`config.mk`:
```
export PLATFORM = sky130hd
export DESIGN_NAME = mem_loader_flat
export DESIGN_NICKNAME = d
export VERILOG_FILES = /design/src/rtl/mem_loader_if.sv /design/src/rtl/mem_loader.sv /design/src/flat_wrapper.sv
export SDC_FILE = /design/constraint.sdc
export NUM_CORES = 2
export LEC_CHECK = 0
export BUFFER_PORTS_ARGS = -buffer_cell sky130_fd_sc_hd__buf_2
export CORE_MARGIN = 2
export CORE_UTILIZATION = 55
export DETAILED_ROUTE_END_ITERATION = 10
export GPL_TIMING_DRIVEN = 0
export PLACE_DENSITY = 0.71
export RECOVER_POWER = 100
export REMOVE_ABC_BUFFERS = 1
export SKIP_LAST_GASP = 1
export SLEW_MARGIN = 10
export SYNTH_ARGS = -nofsm -noshare
export SYNTH_HDL_FRONTEND = slang
export SYNTH_SLANG_ARGS = --single-unit
```
`constraint.sdc`:
```
create_clock -name clk -period 2.6 [get_ports clk]
set_input_delay 0.13 -clock clk [delete_from_list [all_inputs] [get_ports clk]]
set_output_delay 0.13 -clock clk [all_outputs]
set_load 0.05 [all_outputs]
```
`src/rtl/mem_loader_if.sv`:
```
// Read-request bus between mem_loader (master) and a backing memory (slave).
// A request is accepted when mem_rd_en and mem_gnt are both high; mem_rdata follows one cycle later.
interface mem_loader_if #(
  parameter int unsigned ADDR_W = 8,
  parameter int unsigned DATA_W = 8
);
  logic              mem_rd_en;
  logic [ADDR_W-1:0] mem_addr;
  logic              mem_gnt;
  logic [DATA_W-1:0] mem_rdata;

  modport master (output mem_rd_en, output mem_addr, input mem_gnt, input mem_rdata);
  modport slave  (input mem_rd_en, input mem_addr, output mem_gnt, output mem_rdata);
endinterface

```
`src/rtl/mem_loader.sv`:
```
// Streams filter and image words from memory into local buffers with combinational read ports.
// Optional feature: define MEM_LOADER_CHECKSUM_EN to add a per-load checksum output.
module mem_loader #(
  parameter int unsigned IMG_SIZE    = 16,
  parameter int unsigned NUM_FILTERS = 4,
  parameter int unsigned FILTER_LEN  = 16,
  parameter int unsigned DATA_W      = 8,
  parameter int unsigned ADDR_W      = 8
) (
  input  logic                                   clk,
  input  logic                                   rst,
  input  logic                                   start,
  input  logic [1:0]                             mode,
  input  logic [ADDR_W-1:0]                      img_base,
  input  logic [ADDR_W-1:0]                      filt_base,
  mem_loader_if.master                           mem,
  input  logic [$clog2(IMG_SIZE*IMG_SIZE)-1:0]   img_rd_addr,
  output logic [DATA_W-1:0]                      img_rd_data,
  input  logic [$clog2(NUM_FILTERS)-1:0]         filt_rd_sel,
  input  logic [$clog2(FILTER_LEN)-1:0]          filt_rd_idx,
  output logic [DATA_W-1:0]                      filt_rd_data,
  output logic                                   busy,
  output logic                                   done
`ifdef MEM_LOADER_CHECKSUM_EN
  ,
  output logic [DATA_W+15:0]                     checksum
`endif
);

  localparam int unsigned IMG_WORDS  = IMG_SIZE * IMG_SIZE;
  localparam int unsigned FILT_WORDS = NUM_FILTERS * FILTER_LEN;
  localparam int unsigned MAX_WORDS  = (IMG_WORDS > FILT_WORDS) ? IMG_WORDS : FILT_WORDS;
  localparam int unsigned CNT_W      = (MAX_WORDS > 1) ? $clog2(MAX_WORDS) : 1;
  localparam int unsigned IA_W       = $clog2(IMG_WORDS);
  localparam int unsigned FA_W       = $clog2(FILT_WORDS);

  typedef enum logic [2:0] {IDLE, LOAD_FILT, LOAD_IMG, DRAIN, DONE} state_t;

  state_t            state;
  logic [CNT_W-1:0]  cnt;
  logic [CNT_W-1:0]  wr_idx;
  logic              wr_pend;
  logic              wr_img;
  logic              do_img;
  logic [ADDR_W-1:0] img_base_q;
  logic              accept_c;
  logic              start_c;
  logic [FA_W-1:0]   filt_ra_c;

  logic [DATA_W-1:0] img_mem  [IMG_WORDS];
  logic [DATA_W-1:0] filt_mem [FILT_WORDS];

  assign accept_c = mem.mem_rd_en & mem.mem_gnt;
  assign start_c  = start && ((state == IDLE) || (state == DONE));

  // Load sequencer: the counter and address advance only on accepted requests.
  always_ff @(posedge clk) begin
    if (!rst) begin
      state         <= IDLE;
      busy          <= 1'b0;
      done          <= 1'b0;
      mem.mem_rd_en <= 1'b0;
      mem.mem_addr  <= '0;
      cnt           <= '0;
      wr_idx        <= '0;
      wr_pend       <= 1'b0;
      wr_img        <= 1'b0;
      do_img        <= 1'b0;
      img_base_q    <= '0;
    end else begin
      wr_pend <= 1'b0;
      case (state)
        IDLE, DONE: begin
          if (start_c) begin
            busy          <= 1'b1;
            done          <= 1'b0;
            mem.mem_rd_en <= 1'b1;
            cnt           <= '0;
            img_base_q    <= img_base;
            do_img        <= (mode != 2'b10);
            if (mode == 2'b01) begin
              state        <= LOAD_IMG;
              mem.mem_addr <= img_base;
            end else begin
              state        <= LOAD_FILT;
              mem.mem_addr <= filt_base;
            end
          end
        end
        LOAD_FILT: begin
          if (accept_c) begin
            wr_pend <= 1'b1;
            wr_img  <= 1'b0;
            wr_idx  <= cnt;
            if (cnt == CNT_W'(FILT_WORDS - 1)) begin
              cnt <= '0;
              // Hand straight over to the image phase so the request port never idles.
              if (do_img) begin
                state        <= LOAD_IMG;
                mem.mem_addr <= img_base_q;
              end else begin
                state         <= DRAIN;
                mem.mem_rd_en <= 1'b0;
              end
            end else begin
              cnt          <= cnt + CNT_W'(1);
              mem.mem_addr <= mem.mem_addr + ADDR_W'(1);
            end
          end
        end
        LOAD_IMG: begin
          if (accept_c) begin
            wr_pend <= 1'b1;
            wr_img  <= 1'b1;
            wr_idx  <= cnt;
            if (cnt == CNT_W'(IMG_WORDS - 1)) begin
              cnt           <= '0;
              state         <= DRAIN;
              mem.mem_rd_en <= 1'b0;
            end else begin
              cnt          <= cnt + CNT_W'(1);
              mem.mem_addr <= mem.mem_addr + ADDR_W'(1);
            end
          end
        end
        DRAIN: begin
          state <= DONE;
          busy  <= 1'b0;
          done  <= 1'b1;
        end
        default: state <= IDLE;
      endcase
    end
  end

  // Buffers keep their contents through reset; a word returning right after reset is dropped.
  always_ff @(posedge clk) begin
    if (rst && wr_pend) begin
      if (wr_img) img_mem[wr_idx[IA_W-1:0]]  <= mem.mem_rdata;
      else        filt_mem[wr_idx[FA_W-1:0]] <= mem.mem_rdata;
    end
  end

  assign filt_ra_c    = FA_W'(filt_rd_sel) * FA_W'(FILTER_LEN) + FA_W'(filt_rd_idx);
  assign img_rd_data  = img_mem[img_rd_addr];
  assign filt_rd_data = filt_mem[filt_ra_c];

`ifdef MEM_LOADER_CHECKSUM_EN
  localparam int unsigned CS_W = DATA_W + 16;

  // Running sum of every word committed to the buffers during the current load.
  always_ff @(posedge clk) begin
    if (!rst)         checksum <= '0;
    else if (start_c) checksum <= '0;
    else if (wr_pend) checksum <= checksum + CS_W'(mem.mem_rdata);
  end
`endif

endmodule

```
`src/flat_wrapper.sv`:
```
// flat-port wrapper written by rule: the top's interface ports become plain ports
module mem_loader_flat 
#(
  parameter int unsigned IMG_SIZE    = 16,
  parameter int unsigned NUM_FILTERS = 4,
  parameter int unsigned FILTER_LEN  = 16,
  parameter int unsigned DATA_W      = 8,
  parameter int unsigned ADDR_W      = 8
)
  (clk, rst, start, mode, img_base, filt_base, img_rd_addr, img_rd_data, filt_rd_sel, filt_rd_idx, filt_rd_data, busy, done, mem_mem_rd_en, mem_mem_addr, mem_mem_gnt, mem_mem_rdata);
  mem_loader_if #(.ADDR_W(ADDR_W), .DATA_W(DATA_W)) mem_i ();
  input  logic clk;
  input  logic rst;
  input  logic start;
  input  logic [1:0] mode;
  input  logic [ADDR_W-1:0] img_base;
  input  logic [ADDR_W-1:0] filt_base;
  input  logic [$clog2(IMG_SIZE*IMG_SIZE)-1:0] img_rd_addr;
  output logic [DATA_W-1:0] img_rd_data;
  input  logic [$clog2(NUM_FILTERS)-1:0] filt_rd_sel;
  input  logic [$clog2(FILTER_LEN)-1:0] filt_rd_idx;
  output logic [DATA_W-1:0] filt_rd_data;
  output logic busy;
  output logic done;
  output wire logic [$bits(mem_i.mem_rd_en)-1:0] mem_mem_rd_en;
  output wire logic [$bits(mem_i.mem_addr)-1:0] mem_mem_addr;
  input wire logic [$bits(mem_i.mem_gnt)-1:0] mem_mem_gnt;
  input wire logic [$bits(mem_i.mem_rdata)-1:0] mem_mem_rdata;
  assign mem_mem_rd_en = mem_i.mem_rd_en;
  assign mem_mem_addr = mem_i.mem_addr;
  assign mem_i.mem_gnt = mem_mem_gnt;
  assign mem_i.mem_rdata = mem_mem_rdata;
  mem_loader #(.IMG_SIZE(IMG_SIZE), .NUM_FILTERS(NUM_FILTERS), .FILTER_LEN(FILTER_LEN), .DATA_W(DATA_W), .ADDR_W(ADDR_W)) u_core (.clk(clk), .rst(rst), .start(start), .mode(mode), .img_base(img_base), .filt_base(filt_base), .mem(mem_i), .img_rd_addr(img_rd_addr), .img_rd_data(img_rd_data), .filt_rd_sel(filt_rd_sel), .filt_rd_idx(filt_rd_idx), .filt_rd_data(filt_rd_data), .busy(busy), .done(done));
endmodule
```
* Word level (Yosys, flattened, before mapping)
Memories as Yosys holds them, arrays and structs flattened. Cells that the tools add are included.
Cells by class: bitwise gates (word level) 1, reduce and logical (&&, ||, !) cells 18, equal/unequal tests 16, multiplexer cells 42, $add $sub $neg 3
Operators by type and width (number):
- two-way mux 8 bit | 12
- case mux 8 bit (3 select lines) | 2
- two-way mux 1 bit | 17
- adder 8 x 1 -> 8 bit (second input constant) | 2
- two-way mux 3 bit | 5
- case mux 3 bit (4 select lines) | 1
- != test 2 x 1 -> 1 bit (second input constant) | 5
- equality test 8 x 6 -> 1 bit (second input constant) | 1
- equality test 8 bit (second input constant) | 1
- AND reduction 2 bit | 4
- AND reduction 7 bit | 1
- adder 6 x 4 -> 6 bit | 1
- equality test 3 x 2 -> 1 bit (second input constant) | 2
- != test 2 bit (second input constant) | 3
- case mux 1 bit (2 select lines) | 3
- AND reduction 6 bit | 1
- AND reduction 5 bit | 1
- AND reduction 4 bit | 1
- nonzero test 2 bit | 2
- OR reduction 2 bit | 2
- equality test 3 x 1 -> 1 bit (second input constant) | 1
- equality test 3 bit (second input constant) | 1
- zero test 3 bit | 1
- != test 3 x 2 -> 1 bit (second input constant) | 1
- other kinds (8) | 9
Storage, ports and cells: flip-flop bits (word level) 41, output and inout bits 27, memories 2, word-level logic and storage cells 93, input port bits 44, bits in writable memories 2560
Memories:
- u_core.img_mem | words 256, width 8, rd ports 1, clocked after memory_dff 0, wr ports 1, line mem_loader.sv:50 | logic [DATA_W-1:0] img_mem [IMG_WORDS];
- u_core.filt_mem | words 64, width 8, rd ports 1, clocked after memory_dff 0, wr ports 1, line mem_loader.sv:51 | logic [DATA_W-1:0] filt_mem [FILT_WORDS];

* Depth between registers and ports, before layout
depth in word-level cells 5, mapped depth 12

* Worst setup path after synthesis
No wires, ideal clock.
kind input to output, start point input img_rd_addr[1], end point output img_rd_data[1], arrival time 3.134 ns, cell stages on the path 10, buffers on the path 4, setup slack -0.664 ns, path through buf_4 buf_4 buf_4 buf_1 mux2i_1 a221oi_1 o21ai_0 a21oi_1 nor4_1 nor4_1
On the way: longest elaborated chain between the ends 1
RTL lines:
- from (decl) | line flat_wrapper.sv:18 | input logic [$clog2(IMG_SIZE*IMG_SIZE)-1:0] img_rd_addr;
- memory (256 x 8 bit)
- to (decl) | line flat_wrapper.sv:19 | output logic [DATA_W-1:0] img_rd_data;
Every way passes these cells.

* Final worst setup path
start point memory u_core.img_mem[156][3], end point output img_rd_data[3]
On the way: longest elaborated chain between the ends 1
RTL lines (line):
- from (decl) | mem_loader.sv:50
- memory (256 x 8 bit)
Every way passes these cells.

==> impl_metrics.csv <==
group,metric,value,unit
synthesis,ys_ff_latch,2601,
global_route,grt_start_max_net_pins,150,
pwr,static-leakage-power,0.0359,uW
synthesis,post_synth_and_or_nand_nor_area_fraction,0.0305,
floorplan,core_region_area,0.183,mm^2
detailed_routing,number_of_nets_with_antenna_violations_after_routing,0,
sta,period_minus_slack,3.68,ns
sta,slew-limit-headroom,-0.671,
cts,htree_levels,5,
placement,dp_hpwl,142,mm
synthesis,yosysTopAreaCell,"edfxtp_1",
critical_path,arr_time_crit_path,3.55,ns
synthesis,synth_area,0.101,mm^2
floorplan,die-area,0.188,mm^2
cells_and_area,areaGrowthSynthToFinish,14.8,%
synthesis,synth_cells,4960,
detailed_routing,avgViaCountPerCell,6.62,
global_route,number_of_antenna_violations_at_the_first_check_in_global_routing,4,
cts,path_clk_slew,0.06,ns
placement,dpl_cell_area,0.105,mm^2
synthesis,yosys-mux-area-fraction,0.150,
cells_and_area,layout-drive-gt1-share,0.288,
cts,clk-insertion-delay-late,0.94,ns
global_route,grt_pass1_vias,51575,
synthesis,synth_edf_count,2560,
synthesis,avgSynthCellArea,20.4,um^2
sta,final.period_utilization,1.42,
run_status,status,"finished with violations",
critical_path,source_of_the_critical_timing_path,"u_core.img_mem[156][3]$_DFFE_PP_",
floorplan,floorplan.initialDensity,0.553,
synthesis,main_flop_type_after_synthesis,"edfxtp_1",
critical_path,setup.worst_path.end,"img_rd_data[3]",
critical_path,reg2reg_from,"u_core.wr_img$_SDFFE_PN0P_",
critical_path,critPathKind,"reg2out",
global_route,grt.total_usage,0.268,
sta,fmaxAchievable,271,MHz
detailed_routing,drt-pass1-iter-count,6,
synthesis,synth-seq-area-share,0.767,
global_route,grt_pass1_wl,362,mm
synthesis,synth_xor_area_frac,0.000346,
placement,finalWeightedCongestion,0.843,
critical_path,cp_data_required_time,2.47,ns
floorplan,chip_height,433,um
cells_and_area,n_antenna_cell,0,
critical_path,r2r.worst_path.cells,5,
detailed_routing,drt_first_iter_violations,7202,
cts,root_buffer,"clkbuf_16",
synthesis,synth_top_family_by_area,"multiplexers",
synthesis,synthTopCellsByCount,"edfxtp_1, mux4_2, nor2_1, mux2i_1, clkbuf_1",
global_route,congestion_overflow_gr,0,
synthesis,synth_adder_area_share,0.000247,
detailed_routing,avgRoutedWirePerCell,31.9,um
pwr,powerDensity,758,mW/mm^2
floorplan,rows,157,
synthesis,synth_async_sr_flop_share,0,
synthesis,post_synthesis_compound_gate_area_fraction,0.0361,
critical_path,r2r_end,"u_core.img_mem[151][4]$_DFFE_PP_",
cts,clock_sink_total,2601,
detailed_routing,drcViolationCount,0,
critical_path,startpoint_type,"flip-flop",
pwr,finalPower,88100,uW
sta,finalSetupViolations,1633,
sta,final.setup.tns,-250.93,ns
synthesis,synth.distinct_cells,67,
critical_path,critical_path_maximum_fanout,1,
hold_path,path_class_of_the_lowest_slack_min_delay_path,"in2reg",
cts,tritoncts,"built",
placement,place_ws,-2.57,ns
sta,final-max-slew-violation-count,583,
sta,grt_setup_unrepaired,"true",
critical_path,worstSetupEndpointType,"output port",
placement,port-buffer-count,70,
cells_and_area,final_nets,5223,
sta,worst_pin_slew,2.51,ns
sta,hold_viol,0,
cts,cts_made_buffers,276,
run,drv_cap,5,
cells_and_area,fillCellCount,11983,
floorplan,top_level_ports,71,
run_status,violations_in_the_final_reports,"capacitance limit, slew limit, setup timing",
cells_and_area,stdcell_area,0.116,mm^2
critical_path,reg2reg_slack,-0.38,ns
synthesis,post_synth_main_area_contributors,"edfxtp_1, mux4_2, mux2i_1",
floorplan,die_width,433,um
sta,clock_skew_after_layout,0.0600,ns
synthesis,netlist.area_leader.share,0.759,
sta,postLayoutSetupSlackWorst,-1.08,ns
cts,ctsLongestPathBuffers,4,
pwr,vdd_ir_drop_max,0.679,mV
synthesis,synth.yosys.warnings,0,
detailed_routing,wirelength,250,mm
detailed_routing,vias,51778,
synthesis,synthMostInstantiatedCell,"edfxtp_1",
[state kept, by name, indices dropped and copies added, names as in the netlist]
signal / cells
u_core.wr_pend: 1
u_core.state: 3
u_core.img_base_q: 8
u_core.busy: 1
u_core.img_mem: 2048
u_core.do_img: 1
u_core.cnt: 8
u_core.mem.mem_addr: 8
u_core.wr_img: 1
u_core.wr_idx: 8
u_core.mem.mem_rd_en: 1
u_core.filt_mem: 512
u_core.done: 1
[cell usage in the layout, fill, tap and decap left out, drive strengths merged, types with 5 or more instances in the layout]
master	instances
or2	5
bufbuf	15
a21boi	18
nor2b	35
and3	11
nor2	375
a221oi	19
mux2i	243
a22oi	146
and2	10
bufinv	8
mux4	563
a22o	13
clkinv	106
nor3b	6
dlygate4sd3	39
nor4	16
o22ai	30
nand3b	7
clkbuf	375
nor3	28
a211oi	23
clkinvlp	6
nand2	111
edfxtp	2560
mux2	7
o21ai	69
o221ai	44
nand2b	15
dfxtp	41
nand4	19
buf	140
a31oi	20
nand3	50
a21oi	115
or3	7
inv	14
[area by class of cell]
type / count / area [um^2] / share of cell area
multi-input cells: 2058 / 24300 / 0.209
repair buffers: 229 / 3070 / 0.0264
flip-flops and latches: 2601 / 77700 / 0.668
clock buffers: 340 / 7290 / 0.0627
inverters: 11 / 55.1 / 0.000473
well taps: 2464 / 3080 / 0.0265
clock inverters: 123 / 815 / 0.00701
[metal layers]
metal,global-route usage,part of all wire
met2,0.425,0.49
met1,0.369,0.37
met5,0,0
met3,0.0517,0.094
met4,0.109,0.043
[worst min-delay path by stage]
stage / startpoint / slack (ns) / to / depth (start not counted)
2_1_floorplan: mem_mem_rdata[0] / 0.23 / u_core.filt_mem[0][0]$_DFFE_PP_ / 0
3_3_place_gp: img_base[6] / 0.40 / u_core.img_base_q[6]$_SDFFE_PN0P_ / 3
3_5_place_dp: img_base[0] / 0.40 / u_core.img_base_q[0]$_SDFFE_PN0P_ / 3
4_1_cts: mode[0] / 0.05 / u_core.state[0]$_SDFFE_PN0P_ / 4
5_1_grt: rst / 0.12 / u_core.done$_SDFFE_PN0P_ / 3
6_report: mode[0] / 0.12 / u_core.state[0]$_SDFFE_PN0P_ / 4
[stage by stage]
step                hold WS [ns]  std cells  utilization
floorplan                  0.229       4665            -
global placement           0.401       7199        0.564
detailed placement         0.405       7269        0.574
CTS                       0.0461       7816        0.635
global route               0.119       7826        0.635
finish                     0.120       7826        0.635
[report_power, final]
part / switching, uW / leakage [uW] / internal [uW]
Sequential: 155 / 0.0233 / 46200
Combinational: 3670 / 0.00856 / 2040
Clock: 15500 / 0.00396 / 20600
[critical path: stages (launching register included)]
cell and delay, ns:
edfxtp_1 0.37, mux4_2 0.47, a22oi_1 0.35, a21oi_1 0.29
nor4_2 0.74, a211oi_2 0.17, buf_2 0.27
[cells by family (layout without fill, tap and decap cells)]
kind of cell	count (synthesis)	in the layout
simple gates	697	702
flops	2601	2601
mux	813	813
xor+xnor	4	4
buf+inv	306	703
compound gates	537	537
fa+ha+maj	2	2
[repair_timing]
action                                  4_1_cts  5_1_grt
setup buffers                                23        9
resized for setup                           520      118
hold endpoints to repair                    921        0
pin swaps                                    28       12
endpoints found under the setup margin     2529     1565
hold buffers                                 39        0
gates cloned                                 22        1
Power figures use the tool's default switching activity.
